### src/rtl/cmt_prog_ctrl.sv
// cmt_prog_ctrl
// Run-time frequency change sequencer for the programmable clock
// (DCM_CLKGEN followed by a fixed PLL). A request (M, D) is range-checked
// against the allowed DCM output window. An accepted request is shifted onto
// PROGEN/PROGDATA as LoadD, LoadM, GO. The controller then waits for progdone,
// pulses the PLL reset, and holds the output clock gated until the PLL has
// had time to relock.
//
// Ports
//   CLK           clock, also drives progclk of the clock block
//   rst_n         asynchronous active-low reset
//   req_valid     program request strobe, taken only while req_ready=1
//   req_ready     high only in IDLE
//   req_m, req_d  requested multiplier (2..256) and divider (1..256)
//   progen        DCM PROGEN
//   progdata      DCM PROGDATA
//   progdone_inv  from the clock block, low = programming finished
//   pll_reset     PLL reset
//   clk_ce        output clock enable
//   done          1-cycle pulse: new frequency active
//   err_range     1-cycle pulse: request rejected
//   err_timeout   1-cycle pulse: progdone never seen
//
// States
//   state       | meaning
//   S_IDLE      | ready for a request, outputs quiescent
//   S_LOAD_D    | shifting 1,0 then D-1 (LSB first) with progen=1
//   S_GAP1      | single idle cycle between loads
//   S_LOAD_M    | shifting 1,1 then M-1 (LSB first) with progen=1
//   S_GAP2      | single idle cycle before GO
//   S_GO        | GO command, progen=1 and progdata=0
//   S_WAIT_DONE | waiting for progdone_inv low (masked, then timed out)
//   S_PLL_RST   | pll_reset held high
//   S_LOCK_WAIT | waiting for the PLL to lock, clk_ce still gated

module cmt_prog_ctrl #(
   parameter int FREQ_IN          = 48,
   parameter int FMIN             = 21,
   parameter int FMAX             = 56,
   parameter int DONE_MASK        = 4,
   parameter int TIMEOUT_CYCLES   = 4096,
   parameter int PLL_RST_CYCLES   = 8,
   parameter int LOCK_WAIT_CYCLES = 2048
) (
   input  logic       CLK,
   input  logic       rst_n,
   input  logic       req_valid,
   output logic       req_ready,
   input  logic [8:0] req_m,
   input  logic [8:0] req_d,
   output logic       progen,
   output logic       progdata,
   input  logic       progdone_inv,
   output logic       pll_reset,
   output logic       clk_ce,
   output logic       done,
   output logic       err_range,
   output logic       err_timeout
);

   localparam int CNT_MAX_A = (TIMEOUT_CYCLES > LOCK_WAIT_CYCLES) ? TIMEOUT_CYCLES : LOCK_WAIT_CYCLES;
   localparam int CNT_MAX   = (CNT_MAX_A > PLL_RST_CYCLES) ? CNT_MAX_A : PLL_RST_CYCLES;
   localparam int CNT_W     = $clog2(CNT_MAX + 16);

   // WAIT_DONE cycle k holds cnt = TIMEOUT_CYCLES - k, so "past the mask"
   // (k > DONE_MASK) is cnt < TIMEOUT_CYCLES - DONE_MASK.
   localparam int MASK_LIM_I = (DONE_MASK < TIMEOUT_CYCLES) ? (TIMEOUT_CYCLES - DONE_MASK) : 0;

   localparam logic [CNT_W-1:0] CNT_SER   = CNT_W'(9);
   localparam logic [CNT_W-1:0] CNT_TO    = CNT_W'(TIMEOUT_CYCLES - 1);
   localparam logic [CNT_W-1:0] CNT_RST   = CNT_W'(PLL_RST_CYCLES - 1);
   localparam logic [CNT_W-1:0] CNT_LOCK  = CNT_W'(LOCK_WAIT_CYCLES - 1);
   localparam logic [CNT_W-1:0] MASK_LIM  = CNT_W'(MASK_LIM_I);
   localparam logic [CNT_W-1:0] CNT_ZERO  = '0;
   localparam logic [CNT_W-1:0] CNT_ONE   = CNT_W'(1);

   typedef enum logic [3:0] {
      S_IDLE,
      S_LOAD_D,
      S_GAP1,
      S_LOAD_M,
      S_GAP2,
      S_GO,
      S_WAIT_DONE,
      S_PLL_RST,
      S_LOCK_WAIT
   } state_t;

   state_t           state;
   logic [CNT_W-1:0] cnt;
   logic [8:0]       shreg;
   logic [7:0]       m_m1;

   logic [17:0] prod_in;
   logic [17:0] prod_max;
   logic [17:0] prod_min;
   logic        req_ok;

   // Unsigned 18-bit products: FREQ_IN*M must fall in [FMIN*D, FMAX*D].
   always_comb begin
      prod_in  = 18'(FREQ_IN) * {9'd0, req_m};
      prod_max = 18'(FMAX)    * {9'd0, req_d};
      prod_min = 18'(FMIN)    * {9'd0, req_d};
      req_ok   = (req_m >= 9'd2) && (req_m <= 9'd256) &&
                 (req_d >= 9'd1) && (req_d <= 9'd256) &&
                 (prod_in <= prod_max) && (prod_in >= prod_min);
   end

   always_ff @(posedge CLK or negedge rst_n) begin
      if (!rst_n) begin
         state       <= S_IDLE;
         cnt         <= CNT_ZERO;
         shreg       <= '0;
         m_m1        <= '0;
         req_ready   <= 1'b1;
         progen      <= 1'b0;
         progdata    <= 1'b0;
         pll_reset   <= 1'b0;
         clk_ce      <= 1'b1;
         done        <= 1'b0;
         err_range   <= 1'b0;
         err_timeout <= 1'b0;
      end else begin
         done        <= 1'b0;
         err_range   <= 1'b0;
         err_timeout <= 1'b0;

         case (state)
            S_IDLE: begin
               if (req_valid) begin
                  if (req_ok) begin
                     state     <= S_LOAD_D;
                     req_ready <= 1'b0;
                     clk_ce    <= 1'b0;
                     progen    <= 1'b1;
                     progdata  <= 1'b1;
                     // first preamble bit goes out now; the rest is 0 then D-1
                     shreg     <= {8'(req_d - 9'd1), 1'b0};
                     m_m1      <= 8'(req_m - 9'd1);
                     cnt       <= CNT_SER;
                  end else begin
                     err_range <= 1'b1;
                  end
               end
            end

            S_LOAD_D: begin
               if (cnt == CNT_ZERO) begin
                  state    <= S_GAP1;
                  progen   <= 1'b0;
                  progdata <= 1'b0;
               end else begin
                  progdata <= shreg[0];
                  shreg    <= shreg >> 1;
                  cnt      <= cnt - CNT_ONE;
               end
            end

            S_GAP1: begin
               state    <= S_LOAD_M;
               progen   <= 1'b1;
               progdata <= 1'b1;
               shreg    <= {m_m1, 1'b1};
               cnt      <= CNT_SER;
            end

            S_LOAD_M: begin
               if (cnt == CNT_ZERO) begin
                  state    <= S_GAP2;
                  progen   <= 1'b0;
                  progdata <= 1'b0;
               end else begin
                  progdata <= shreg[0];
                  shreg    <= shreg >> 1;
                  cnt      <= cnt - CNT_ONE;
               end
            end

            S_GAP2: begin
               state    <= S_GO;
               progen   <= 1'b1;
               progdata <= 1'b0;
            end

            S_GO: begin
               state  <= S_WAIT_DONE;
               progen <= 1'b0;
               cnt    <= CNT_TO;
            end

            S_WAIT_DONE: begin
               // On the terminal cycle a low progdone beats the timeout even if still masked.
               if (!progdone_inv && ((cnt < MASK_LIM) || (cnt == CNT_ZERO))) begin
                  state     <= S_PLL_RST;
                  pll_reset <= 1'b1;
                  cnt       <= CNT_RST;
               end else if (cnt == CNT_ZERO) begin
                  state       <= S_IDLE;
                  req_ready   <= 1'b1;
                  err_timeout <= 1'b1;
               end else begin
                  cnt <= cnt - CNT_ONE;
               end
            end

            S_PLL_RST: begin
               if (cnt == CNT_ZERO) begin
                  state     <= S_LOCK_WAIT;
                  pll_reset <= 1'b0;
                  cnt       <= CNT_LOCK;
               end else begin
                  cnt <= cnt - CNT_ONE;
               end
            end

            S_LOCK_WAIT: begin
               if (cnt == CNT_ZERO) begin
                  state     <= S_IDLE;
                  req_ready <= 1'b1;
                  clk_ce    <= 1'b1;
                  done      <= 1'b1;
               end else begin
                  cnt <= cnt - CNT_ONE;
               end
            end

            default: begin
               state     <= S_IDLE;
               req_ready <= 1'b1;
               progen    <= 1'b0;
               progdata  <= 1'b0;
               pll_reset <= 1'b0;
            end
         endcase
      end
   end

endmodule

### config.mk
export PLATFORM = sky130hd
export DESIGN_NAME = cmt_prog_ctrl
export DESIGN_NICKNAME = d
export VERILOG_FILES = /design/src/rtl/cmt_prog_ctrl.sv
export SDC_FILE = /design/constraint.sdc
export NUM_CORES = 1
export LEC_CHECK = 0
export CAP_MARGIN = 20
export CELL_PAD_IN_SITES_DETAIL_PLACEMENT = 2
export CELL_PAD_IN_SITES_GLOBAL_PLACEMENT = 2
export CORE_ASPECT_RATIO = 0.75
export CORE_MARGIN = 4
export CORE_UTILIZATION = 25
export DETAILED_ROUTE_END_ITERATION = 8
export PLACE_DENSITY_LB_ADDON = 0.05
export SYNTH_ARGS = -nofsm -noshare
export SYNTH_HDL_FRONTEND = slang
export SYNTH_SLANG_ARGS = --single-unit
### constraint.sdc
create_clock -name CLK -period 3 [get_ports CLK]
set_clock_uncertainty 0.15 [all_clocks]
set_input_delay 0.6 -clock CLK [delete_from_list [all_inputs] [get_ports CLK]]
set_output_delay 0.6 -clock CLK [all_outputs]
set_load 0.01 [all_outputs]
==> results of run 1 <==
[final timing paths]
check	from	to	slack, ps	cells past startpoint
max	req_d[8]	m_m1[6]	-2010	17
min	rst_n	cnt[6]	230	2
max reg2reg	cnt[1]	cnt[0]	230	12
min reg2reg	pll_reset	pll_reset	370	2
max in group asynchronous	rst_n	progdata	2030	2
min in group CLK	pll_reset	pll_reset	370	2
[kinds of logic (layout without fill, tap and decap cells)]
family / Yosys count / in the layout / synth area share, %
DFF: 42 / 42 / 20.05
xor gates and xnor gates: 39 / 39 / 6.502
muxes: 19 / 19 / 4.001
AOI/OAI and AO/OA: 168 / 168 / 22.43
and+or+nand+nor: 157 / 157 / 14.98
adders and majority gates: 109 / 109 / 27.67
buffers and inverters: 59 / 251 / 4.358
[layout make-up]
class                           instances  area [um^2]  share of cell area, %
Clock inverter                          2        12.51                 0.1602
Timing Repair Buffer                  202         1668                  21.35
Multi-Input combinational cell        492         4433                  56.74
Clock buffer                            6        138.9                  1.778
Inverter                               41        153.9                  1.970
Tap cell                              282        352.8                  4.516
Sequential cell                        42         1054                  13.48
[synthesized netlist by cell type, types with 4 or more instances]
| master | number |
|---|---|
| sky130_fd_sc_hd__mux2_2 | 16 |
| sky130_fd_sc_hd__inv_1 | 41 |
| sky130_fd_sc_hd__o21a_1 | 4 |
| sky130_fd_sc_hd__nor3_1 | 8 |
| sky130_fd_sc_hd__a211oi_1 | 12 |
| sky130_fd_sc_hd__a21o_1 | 10 |
| sky130_fd_sc_hd__nor2b_1 | 5 |
| sky130_fd_sc_hd__xor2_1 | 14 |
| sky130_fd_sc_hd__xnor2_1 | 25 |
| sky130_fd_sc_hd__nand2_1 | 39 |
| sky130_fd_sc_hd__o21bai_1 | 7 |
| sky130_fd_sc_hd__clkbuf_1 | 12 |
| sky130_fd_sc_hd__ha_1 | 97 |
| sky130_fd_sc_hd__nand4_1 | 6 |
| sky130_fd_sc_hd__or3_1 | 7 |
| sky130_fd_sc_hd__o31ai_1 | 6 |
| sky130_fd_sc_hd__fa_1 | 12 |
| sky130_fd_sc_hd__and4_1 | 4 |
| sky130_fd_sc_hd__nand3_1 | 13 |
| sky130_fd_sc_hd__buf_1 | 5 |
| sky130_fd_sc_hd__o221ai_1 | 6 |
| sky130_fd_sc_hd__a21oi_1 | 48 |
| sky130_fd_sc_hd__nor2_1 | 45 |
| sky130_fd_sc_hd__dfrtp_1 | 40 |
| sky130_fd_sc_hd__nand2b_1 | 6 |
| sky130_fd_sc_hd__a31oi_1 | 7 |
| sky130_fd_sc_hd__a211o_1 | 8 |
| sky130_fd_sc_hd__o21ai_0 | 23 |
[metrics by stage]
stage	worst slack, ps	hold slack, ps	cell area, um^2
floorplan	-1815	154.4	5351
global placement	-2770	338.7	7057
detailed placement	-2969	346.3	7057
CTS	-2046	265.5	7636
global route	-2171	295.5	7812
finish	-2011	227.9	7812
[registers in the layout, summed over array words and instances, names as in the netlist]
| signal | flops |
|---|---|
| req_ready | 1 |
| clk_ce | 1 |
| state | 4 |
| done | 1 |
| cnt | 13 |
| shreg | 9 |
| progdata | 1 |
| err_range | 1 |
| m_m1 | 8 |
| progen | 1 |
| pll_reset | 1 |
| err_timeout | 1 |
[worst max-delay path, delay by kind of cell]
family	cells	cell delay, ps
AO/OA/AOI/OAI	9	1740
buffers and inverters	3	970
adder cells (fa/ha/maj)	3	1070
multiplexers	1	300
AND/OR/NAND/NOR	1	340
[report_power, final]
part           internal [mW]  switching (mW)  leakage [nW]
clock                  0.331           0.253        0.0729
sequential             0.742           0.208         0.527
combinational           1.66            1.72          3.07
[layer usage]
layer	GRT usage (%)	wire length (um)	vias to the layer above
met3	2.326	781	9
met1	29.53	11890	2661
met4	1.919	82	0
met5	0	0	-
li1	-	-	2537
met2	27.64	9228	71
[repair_timing]
item | in CTS | in global routing
buffers inserted | 17 | 5
hold endpoints to repair | 0 | 0
pin swaps | 30 | 19
cloned | 1 | 0
hold buffers | 0 | 0
setup endpoints to repair | 36 | 36
gates resized for setup | 101 | 27
[placed cells by master, fill, tap and decap left out, types with 18 or more instances in the layout]
master	n
sky130_fd_sc_hd__a21oi_1	32
sky130_fd_sc_hd__buf_4	157
sky130_fd_sc_hd__clkdlybuf4s50_1	19
sky130_fd_sc_hd__dfrtp_1	40
sky130_fd_sc_hd__ha_1	77
sky130_fd_sc_hd__inv_1	41
sky130_fd_sc_hd__nand2_1	39
sky130_fd_sc_hd__nor2_1	44
sky130_fd_sc_hd__o21ai_0	18
sky130_fd_sc_hd__xnor2_1	23
==> out/results.tsv, run 1 <==
stage	metric	value	unit
die	ioPinCount	30	
timing	setup_ws	-2011	ps
job	timing.max_cap.violations	0	
cells_and_area	final_layout_size_suffix_gt1_share	35.54	%
setup_path	slowest_stage_delay_cp	660	ps
cells_and_area	filler_cells	2226	
grt	first_pass_grt_wire_length	34610	um
setup_path	crit_fanout	5	
logic_synthesis	synth-edff-count	0	
timing	rsz_0062_raised_after_global_routing	yes	
cts	cts-buffers-inserted	5	
drt	drt_first_iter_violations	205	
place	dp.cells	1037	
logic_synthesis	ys.flop_type	sky130_fd_sc_hd__dfrtp_1	
setup_path	worstSetupEndpointType	register	
timing	fmaxAchievable	0.1996	GHz
outcome	violations	negative setup slack	
cts	buffers_from_clock_root_to_sink_at_most	2	
cts	clkTransAtPathRegs	70	ps
place	gp_congestion	0.7833	
logic_synthesis	synthesis.nets	724	
timing	finalCritPeriodShare	167.0	%
cells_and_area	finalNetCount	915	
drt	count_of_tritonroute_iterations_in_the_first_routing_pass	4	
grt	grt_antenna_before_repair	0	
logic_synthesis	cell_area_after_technology_mapping	5254	um^2
die	vertical_die_dimension	133.5	um
hold_path	worst_hold_path_type	input pin to async pin	
logic_synthesis	postSynthRegisterBits	42	
cells_and_area	post_layout_nonfiller_instances	1067	
drt	drcViolationCount	0	
pwr	power_per_cell_area	629.0	nW/um^2
place	port-buffer-count	29	
grt	grt_remaining_overflow	0	
logic_synthesis	synthDistinctLibCells	64	
timing	hold_viol	0	
setup_path	crit_arrival	5040	ps
drt	post_drt_wl_per_cell	20.61	um
drt	route.detailed.vias_per_inst	4.947	
cts	clk_latency	300	ps
setup_path	worstPathCellList	clkdlybuf4s50_1 > fa_1 > ha_1 > a21oi_1 > o21ai_1 > a21o_1 > a21oi_2 > ha_4 > a21oi_1 > o21ai_1 > a211o_1 > a211oi_4 > o311ai_4 > buf_6 > or3_4 > buf_6 > mux2_4	
grt	grt_pass1_vias	5934	
logic_synthesis	sequential_to_total_area_share_from_yosys_stat	20.05	%
die	fp.dieW	175.4	um
timing	timing.final.setup_violations	36	
logic_synthesis	syn-mean-instance-area	8.860	um^2
die	starting_density_of_the_core	25.71	%
place	dp_hpwl	17690	um
setup_path	start_kind	input pin	
outcome	run_status	finished with violations	
pwr	power.total	4.914	mW
drt	ant_nets	0	
cts	cts_root_buf	sky130_fd_sc_hd__clkbuf_16	
logic_synthesis	yosys.area.top_type_share	23.10	%
cells_and_area	postLayoutCoreUtil	38.22	%
setup_path	critPathKind	input pin to register	
timing	slew_headroom	31.70	%
timing	totalNegativeSetupSlack	-66230	ps
cts	htree_num_levels	2	
die	die_area	23420	um^2
pwr	power_leakage	3.674	nW
logic_synthesis	async_reset_ff_share	100.0	%
cells_and_area	layout_stage_area_growth_over_the_synthesis_result	48.70	%
grt	grtUsageTotal	18.65	%
cells_and_area	antenna_cells_inserted	0	
logic_synthesis	synth_top_cell_by_area	sky130_fd_sc_hd__ha_1	
drt	dr_total_vias	5278	
timing	tightestPinTransition	1021	ps
die	core.rowCount	45	
logic_synthesis	synthTopCellsByArea	sky130_fd_sc_hd__ha_1 23%, sky130_fd_sc_hd__dfrtp_1 19%, sky130_fd_sc_hd__a21oi_1 4.6%, sky130_fd_sc_hd__fa_1 4.6%, sky130_fd_sc_hd__xnor2_1 4.2%	
die	placeableCoreArea	20440	um^2
setup_path	slowest_cell_on_the_critical_path	sky130_fd_sc_hd__clkdlybuf4s50_1	
cts	tritoncts_num_sinks	42	
cts	cts_tree	yes	
drt	totalWireLength	21990	um
timing	final_critical_period	5011	ps
pwr	irDropWorstVdd	0.0002493	V
timing	final_max_slew_viol_count	0	
logic_synthesis	syn_inst	593	
grt	grt_max_degree	43	
setup_path	critical_path_required	3030	ps
logic_synthesis	yosysWarningCount	0	
(Power assumes the default switching activity.)
==> inputs of run 2 (changes only) <==
--- a/config.mk
+++ b/config.mk
@@ -13,6 +13,7 @@
 export CORE_UTILIZATION = 25
 export DETAILED_ROUTE_END_ITERATION = 8
 export PLACE_DENSITY_LB_ADDON = 0.05
+export SETUP_SLACK_MARGIN = 0.5
 export SYNTH_ARGS = -nofsm -noshare
 export SYNTH_HDL_FRONTEND = slang
 export SYNTH_SLANG_ARGS = --single-unit
==> run 2 against run 1 <==
Against the previous run: the flow still finishes with violations (negative setup slack); count of clock-buffer cells in the layout decreased by 1; clock power increased by 3%; via count increased by 1.0%; combinational power increased by 6%; cell area increased by 3.8%; sequential power about the same; hold slack got worse by 69 ps; sequential share of layout area decreased by 0.48 points; largest power group unchanged.
==> out/results.tsv, run 2 (synthesis results as in run 1) <==
stage	metric	value	unit	change
outcome	violations	negative setup slack		unchanged
cells_and_area	layout_common_cells	161 x sky130_fd_sc_hd__buf_4, 76 x sky130_fd_sc_hd__ha_1, 42 x sky130_fd_sc_hd__nor2_1		was 157 x sky130_fd_sc_hd__buf_4, 77 x sky130_fd_sc_hd__ha_1, 44 x sky130_fd_sc_hd__nor2_1
pwr	irDropWorstVdd	0.0002469	V	was 0.0002493 V
setup_path	crit_arrival	5000	ps	was 5040 ps
place	port-buffer-count	29		unchanged
cts	clkTransAtPathRegs	70	ps	about the same
setup_path	critPathBufInv	6		was 3
timing	final_max_slew_viol_count	0		unchanged
die	fp.dieW	175.4	um	unchanged
timing	setup_ws	-1963	ps	was -2011 ps
cells_and_area	antenna_cells_inserted	0		unchanged
cts	tritoncts_num_sinks	42		unchanged
place	gp_congestion	0.8037		was 0.7833
place	detailed_place.area	7066	um^2	was 7057 um^2
outcome	run_status	finished with violations		unchanged
pwr	power_per_cell_area	632.3	nW/um^2	was 629.0 nW/um^2
drt	dr_total_vias	5332		was 5,278
cells_and_area	postLayoutCoreUtil	39.68	%	was 38.22%
timing	tightestPinTransition	774.0	ps	was 1021 ps
cells_and_area	registers_with_the_highest_flip_flop_counts	cnt (13), shreg (9), m_m1 (8)		unchanged
timing	finalCritPeriodShare	165.4	%	was 167.0%
grt	grt_antenna_before_repair	0		unchanged
grt	met1_usage	29.55	%	was 29.53%
grt	grt_pass1_vias	5924		was 5,934
timing	slew_headroom	48.21	%	was 31.70%
cells_and_area	final_layout_size_suffix_gt1_share	38.92	%	was 35.54%
cells_and_area	largest_register_ff_count	13		unchanged
setup_path	worstReg2RegStart	state[2]		was cnt[1]
setup_path	r2r_end	cnt[5]		was cnt[0]
die	ioPinCount	30		unchanged
timing	hold_viol	0		unchanged
cts	htree_num_levels	2		unchanged
drt	post_drt_wl_per_cell	20.35	um	was 20.61 um
grt	grt_remaining_overflow	0		unchanged
setup_path	worstPathCellList	buf_12 > fa_1 > buf_4 > buf_6 > fa_2 > a21oi_2 > nor2_2 > nor2_4 > xnor2_2 > ha_1 > and4_1 > or4b_4 > mux2_4 > a211oi_4 > o311ai_4 > buf_6 > a221oi_4 > buf_12 > buf_8 > mux2_4		was clkdlybuf4s50_1 > fa_1 > ha_1 > a21oi_1 > o21ai_1 > a21o_1 > a21oi_2 > ha_4 > a21oi_1 > o21ai_1 > a211o_1 > a211oi_4 > o311ai_4 > buf_6 > or3_4 > buf_6 > mux2_4
place	place_worst_setup_slack	-3033	ps	was -2969 ps
timing	timing.final.setup_violations	36		unchanged
die	placeableCoreArea	20440	um^2	unchanged
grt	grt_max_degree	25		was 43
drt	ant_nets	0		unchanged
cts	clk_latency	300	ps	about the same
setup_path	slowest_stage_delay_cp	510	ps	was 660 ps
pwr	power.total	5.127	mW	was 4.914 mW
timing	fmaxAchievable	0.2015	GHz	was 0.1996 GHz
cts	cts_root_buf	sky130_fd_sc_hd__clkbuf_16		unchanged
setup_path	start_kind	input pin		unchanged
grt	first_pass_grt_wire_length	34580	um	was 34,610 um
cells_and_area	layout_stage_area_growth_over_the_synthesis_result	54.35	%	was 48.70%
setup_path	critPathKind	input pin to register		unchanged
place	dp_hpwl	17400	um	was 17,690 um
setup_path	crit_fanout	5		unchanged
die	die_area	23420	um^2	unchanged
cells_and_area	largest_register	cnt		unchanged
grt	gr-max-usage-layer	met1		unchanged
drt	count_of_tritonroute_iterations_in_the_first_routing_pass	4		unchanged
drt	drt_first_iter_violations	166		was 205
grt	grtUsageTotal	18.57	%	was 18.65%
drt	totalWireLength	21890	um	was 21,990 um
die	vertical_die_dimension	133.5	um	unchanged
cts	buffers_from_clock_root_to_sink_at_most	2		unchanged
hold_path	worst_hold_path_type	input pin to async pin		unchanged
grt	global_route.usage.met3	2.099	%	was 2.326%
cells_and_area	mostFrequentLayoutCell	sky130_fd_sc_hd__buf_4		unchanged
timing	final_critical_period	4963	ps	was 5011 ps
drt	route.detailed.vias_per_inst	4.955		was 4.947
timing	rsz_0062_raised_after_global_routing	yes		unchanged
cells_and_area	final_area	8109	um^2	was 7812 um^2
setup_path	path_delay_family	adder cells		was compound AO/OA/AOI/OAI gates
cts	cts-buffers-inserted	5		unchanged
cells_and_area	finalNetCount	924		was 915
setup_path	worstSetupEndpointType	register		unchanged
setup_path	slowest_cell_on_the_critical_path	sky130_fd_sc_hd__fa_1		was sky130_fd_sc_hd__clkdlybuf4s50_1
setup_path	setup.reg_to_reg.worst_slack	250	ps	was 230 ps
cts	cts_tree	yes		unchanged
die	starting_density_of_the_core	25.71	%	unchanged
drt	drcViolationCount	0		unchanged
setup_path	worst-r2r-cell-count	10		was 12
pwr	power_leakage	3.772	nW	was 3.674 nW
setup_path	critical_path_required	3030	ps	about the same
job	timing.max_cap.violations	0		unchanged
die	core.rowCount	45		unchanged
grt	met2_track_utilization_from_global_routing	27.79	%	was 27.64%
run 2: cell count changes in the layout (fill, tap and decap cells not counted), moves of 3 or more:
cell / change
sky130_fd_sc_hd__buf_6: +5
sky130_fd_sc_hd__buf_4: +4
sky130_fd_sc_hd__buf_2: -3
sky130_fd_sc_hd__a21oi_1: -3
sky130_fd_sc_hd__xnor2_1: -4
run 2: worst max-delay path by stage:
stage / from / end / slack, ps / depth (start not counted)
global route: req_d[1] / shreg[7] / -2110 / 20
floorplan: req_d[1] / shreg[0] / -1820 / 15
global placement: req_d[2] / shreg[7] / -2770 / 20
finish: req_d[1] / shreg[6] / -1960 / 20
CTS: req_d[2] / shreg[6] / -1980 / 19
detailed placement: req_d[3] / shreg[1] / -3030 / 20
run 2: final cells by class:
| class | instances | area [um^2] |
|---|---|---|
| Clock buffer | 5 | 125.1 |
| Clock inverter | 3 | 28.78 |
| Fill cell | 2252 | 12330 |
| Inverter | 41 | 153.9 |
| Multi-Input combinational cell | 493 | 4616 |
| Sequential cell | 42 | 1055 |
| Tap cell | 282 | 352.8 |
| Timing Repair Buffer | 210 | 1778 |
run 2: timing repair:
action                     4_1_cts  5_1_grt
gates cloned                     1        0
pin swaps                       69       59
setup buffers                   23        7
setup endpoints to repair       37       39
hold buffers                     0        0
gates resized for setup        133       46
run 2: where the power goes:
group	leakage, nW	switching, mW	internal, mW
Clock	0.0763	0.278	0.320
Sequential	0.526	0.206	0.743
Combinational	3.17	1.78	1.80
run 2: routing by layer:
layer,share of wire [%],vias to the layer above
met3,2.7,9
li1,-,2563
met5,0,-
met1,54,2718
met2,42,42
met4,0.44,0
run 2: through the flow:
step / hold WS, ps / cells / TNS, ps
finish: 158.8 / 1076 / -66400
detailed placement: 350.1 / 1037 / -102630
CTS: 181.2 / 1069 / -66330
global placement: 342.8 / 1037 / -94500
global route: 204.1 / 1076 / -71720
floorplan: 154.4 / 593 / -58940
==> inputs of run 3 (changes only) <==
--- a/config.mk
+++ b/config.mk
@@ -12,6 +12,7 @@
 export CORE_MARGIN = 4
 export CORE_UTILIZATION = 25
 export DETAILED_ROUTE_END_ITERATION = 8
+export DONT_BUFFER_PORTS = 1
 export PLACE_DENSITY_LB_ADDON = 0.05
 export SETUP_SLACK_MARGIN = 0.5
 export SYNTH_ARGS = -nofsm -noshare
==> constraint.sdc (replaced) <==
create_clock -name CLK -period 5.19 [get_ports CLK]
set_clock_uncertainty 0.15 [all_clocks]
set_input_delay 1.038 -clock CLK [delete_from_list [all_inputs] [get_ports CLK]]
set_output_delay 1.038 -clock CLK [all_outputs]
set_load 0.01 [all_outputs]
==> run 3 against run 2 <==
Against the previous run: the run still ends with negative setup slack left; power fell by 51%; sequential share of layout area rose by 3.6 points; sequential power down 38%; count of clock-buffer cells in the layout unchanged; final cell count is 15% lower; hold slack improved by 120 ps.
==> out/results.tsv, run 3 (synthesis results as in run 1) <==
stage	metric	value	unit	change
outcome	run_status	finished with violations		unchanged
outcome	violations	negative setup slack		unchanged
cells_and_area	final_layout_size_suffix_gt1_share	18.47	%	was 38.92%
drt	ant_nets	0		unchanged
die	placeableCoreArea	20440	um^2	unchanged
cells_and_area	registers_with_the_highest_flip_flop_counts	cnt (13), shreg (9), m_m1 (8)		unchanged
grt	grt_remaining_overflow	0		unchanged
timing	finalCritPeriodShare	100.6	%	
place	dp.cells	892		was 1,037
pwr	internal_power	1.401	mW	was 2.865 mW
cts	htree_num_levels	2		unchanged
cts	buffers_from_clock_root_to_sink_at_most	2		unchanged
cells_and_area	post_layout_nonfiller_instances	910		was 1,076
cts	clk_latency	290	ps	was 300 ps
cells_and_area	layout_common_cells	86 x sky130_fd_sc_hd__ha_1, 44 x sky130_fd_sc_hd__nor2_1, 41 x sky130_fd_sc_hd__inv_1		was 161 x sky130_fd_sc_hd__buf_4, 76 x sky130_fd_sc_hd__ha_1, 42 x sky130_fd_sc_hd__nor2_1
pwr	power_per_cell_area	394.7	nW/um^2	was 632.3 nW/um^2
pwr	power_leakage	2.881	nW	was 3.772 nW
grt	grt_max_degree	43		was 25
cts	clkTransAtPathRegs	70	ps	about the same
die	die_area	23420	um^2	unchanged
grt	grt_pass1_vias	5027		was 5,924
grt	first_pass_grt_wire_length	30560	um	was 34,580 um
die	vertical_die_dimension	133.5	um	unchanged
die	ioPinCount	30		unchanged
drt	drt_first_iter_violations	190		was 166
cts	hold_fix_buffers_cts	0		unchanged
cts	cts-buffers-inserted	5		unchanged
timing	setup_ws	-30.35	ps	was -1963 ps
cells_and_area	layout_stage_area_growth_over_the_synthesis_result	20.62	%	was 54.35%
die	fp.dieW	175.4	um	unchanged
setup_path	worst-r2r-cell-count	8		was 10
cells_and_area	largest_register	cnt		unchanged
cells_and_area	antenna_cells_inserted	0		unchanged
setup_path	crit_arrival	5240	ps	was 5000 ps
pwr	seq_power_share	23.4	%	was 18.5%
hold_path	worst_hold_path_type	input pin to async pin		unchanged
drt	drcViolationCount	0		unchanged
pwr	power.total	2.502	mW	was 5.127 mW
die	core.rowCount	45		unchanged
setup_path	critPathKind	input pin to register		unchanged
pwr	share_comb_of_total_power	59.7	%	was 69.8%
grt	grtUsageTotal	16.51	%	was 18.57%
timing	fmaxAchievable	0.1916	GHz	
drt	dr_total_vias	4647		was 5,332
timing	rsz_0062_raised_after_global_routing	yes		unchanged
drt	count_of_tritonroute_iterations_in_the_first_routing_pass	4		unchanged
pwr	irDropWorstVdd	0.0001857	V	was 0.0002469 V
pwr	power_switching_share	43.98	%	was 44.13%
die	starting_density_of_the_core	25.71	%	unchanged
pwr	net_load_switching_power	1.100	mW	was 2.262 mW
job	timing.max_cap.violations	0		unchanged
timing	final_critical_period	5220	ps	
cts	tritoncts_num_sinks	42		unchanged
cts	cts_tree	yes		unchanged
cells_and_area	mostFrequentLayoutCell	sky130_fd_sc_hd__ha_1		was sky130_fd_sc_hd__buf_4
cts	cts_root_buf	sky130_fd_sc_hd__clkbuf_16		unchanged
pwr	power.clock.fraction	16.9	%	was 11.7%
drt	totalWireLength	19270	um	was 21,890 um
place	port-buffer-count	0		was 29
drt	post_drt_wl_per_cell	21.18	um	was 20.35 um
timing	timing.final.setup_violations	8		was 36
setup_path	crit_fanout	9		was 5
place	gp_congestion	0.7975		was 0.8037
timing	tightestPinTransition	881.7	ps	was 774.0 ps
cells_and_area	finalNetCount	758		was 924
place	dp_hpwl	15620	um	was 17,400 um
grt	grt_antenna_before_repair	0		unchanged
setup_path	start_kind	input pin		unchanged
timing	slew_headroom	41.22	%	was 48.21%
drt	route.detailed.vias_per_inst	5.107		was 4.955
timing	final_max_slew_viol_count	0		unchanged
setup_path	critical_path_required	5210	ps	was 3030 ps
timing	hold_viol	0		unchanged
setup_path	worstSetupEndpointType	register		unchanged
cells_and_area	largest_register_ff_count	13		unchanged
## run 3: metal layers
metal	share of wire, %	vias to the layer above	track usage, %	routed length (um)
met1	58	2370	27.19	11090
li1	-	2231	-	-
met3	2.7	8	2.752	515
met5	0	-	0	0
met2	39	38	22.71	7530
met4	0.71	0	1.526	137
## run 3: final cells by class
class | count | area (um^2)
Fill cell | 2283 | 14100
Multi-Input combinational cell | 492 | 4213
Clock buffer | 5 | 125.1
Tap cell | 282 | 352.8
Clock inverter | 3 | 68.82
Sequential cell | 42 | 1054
Inverter | 41 | 153.9
Timing Repair Buffer | 45 | 370.4
## run 3: power groups by stage
stage / Clock (mW) / Sequential (mW) / Combinational (mW)
after floorplan: 0 / 0.506 / 1.01
after global placement: 0 / 0.586 / 1.36
final: 0.423 / 0.586 / 1.49
after detailed placement: 0 / 0.592 / 1.41
after global routing: 0.451 / 0.606 / 1.67
after CTS: 0.433 / 0.586 / 1.47
## run 3: through the flow
stage | setup WS (ps) | cell area (um^2) | hold WS [ps] | util (%) | TNS [ps]
2_1_floorplan | -63.34 | 5351 | 323.0 | - | -678.3
6_report | -30.35 | 6337 | 282.8 | 31.01 | -183.9
5_1_grt | -213.2 | 6337 | 265.8 | 31.01 | -3839
3_5_place_dp | -499.4 | 5901 | 353.0 | 28.87 | -13450
3_3_place_gp | -308.0 | 5901 | 346.6 | 28.87 | -6998
4_1_cts | -36.44 | 6299 | 275.0 | 30.82 | -276.2
## run 3: worst paths after layout
check | from | endpoint | slack [ps]
min | rst_n | cnt[3] | 280
min reg2reg | shreg[6] | shreg[6] | 360
max in group asynchronous | rst_n | req_ready | 4420
max | req_d[1] | shreg[1] | -30
min in group CLK | shreg[6] | shreg[6] | 360
max reg2reg | cnt[2] | cnt[8] | 1330
## run 3: worst max-delay path, cell delays in order
cell	delay (ps)
sky130_fd_sc_hd__fa_1	510
sky130_fd_sc_hd__buf_4	160
sky130_fd_sc_hd__fa_1	450
sky130_fd_sc_hd__a21oi_1	160
sky130_fd_sc_hd__nor2_1	70
sky130_fd_sc_hd__nor2_2	130
sky130_fd_sc_hd__xnor2_1	110
sky130_fd_sc_hd__ha_1	320
sky130_fd_sc_hd__and4_4	220
sky130_fd_sc_hd__or4b_1	440
sky130_fd_sc_hd__mux2_4	300
sky130_fd_sc_hd__a211oi_4	280
sky130_fd_sc_hd__o311ai_4	200
sky130_fd_sc_hd__a221oi_4	340
sky130_fd_sc_hd__buf_12	170
sky130_fd_sc_hd__mux2_2	330
## run 3: repair_timing
action                                  4_1_cts  5_1_grt
resized for setup                            28        6
setup buffers                                 7        1
gates cloned                                  1        0
pin swaps                                    15        9
endpoints found under the setup margin       36       36
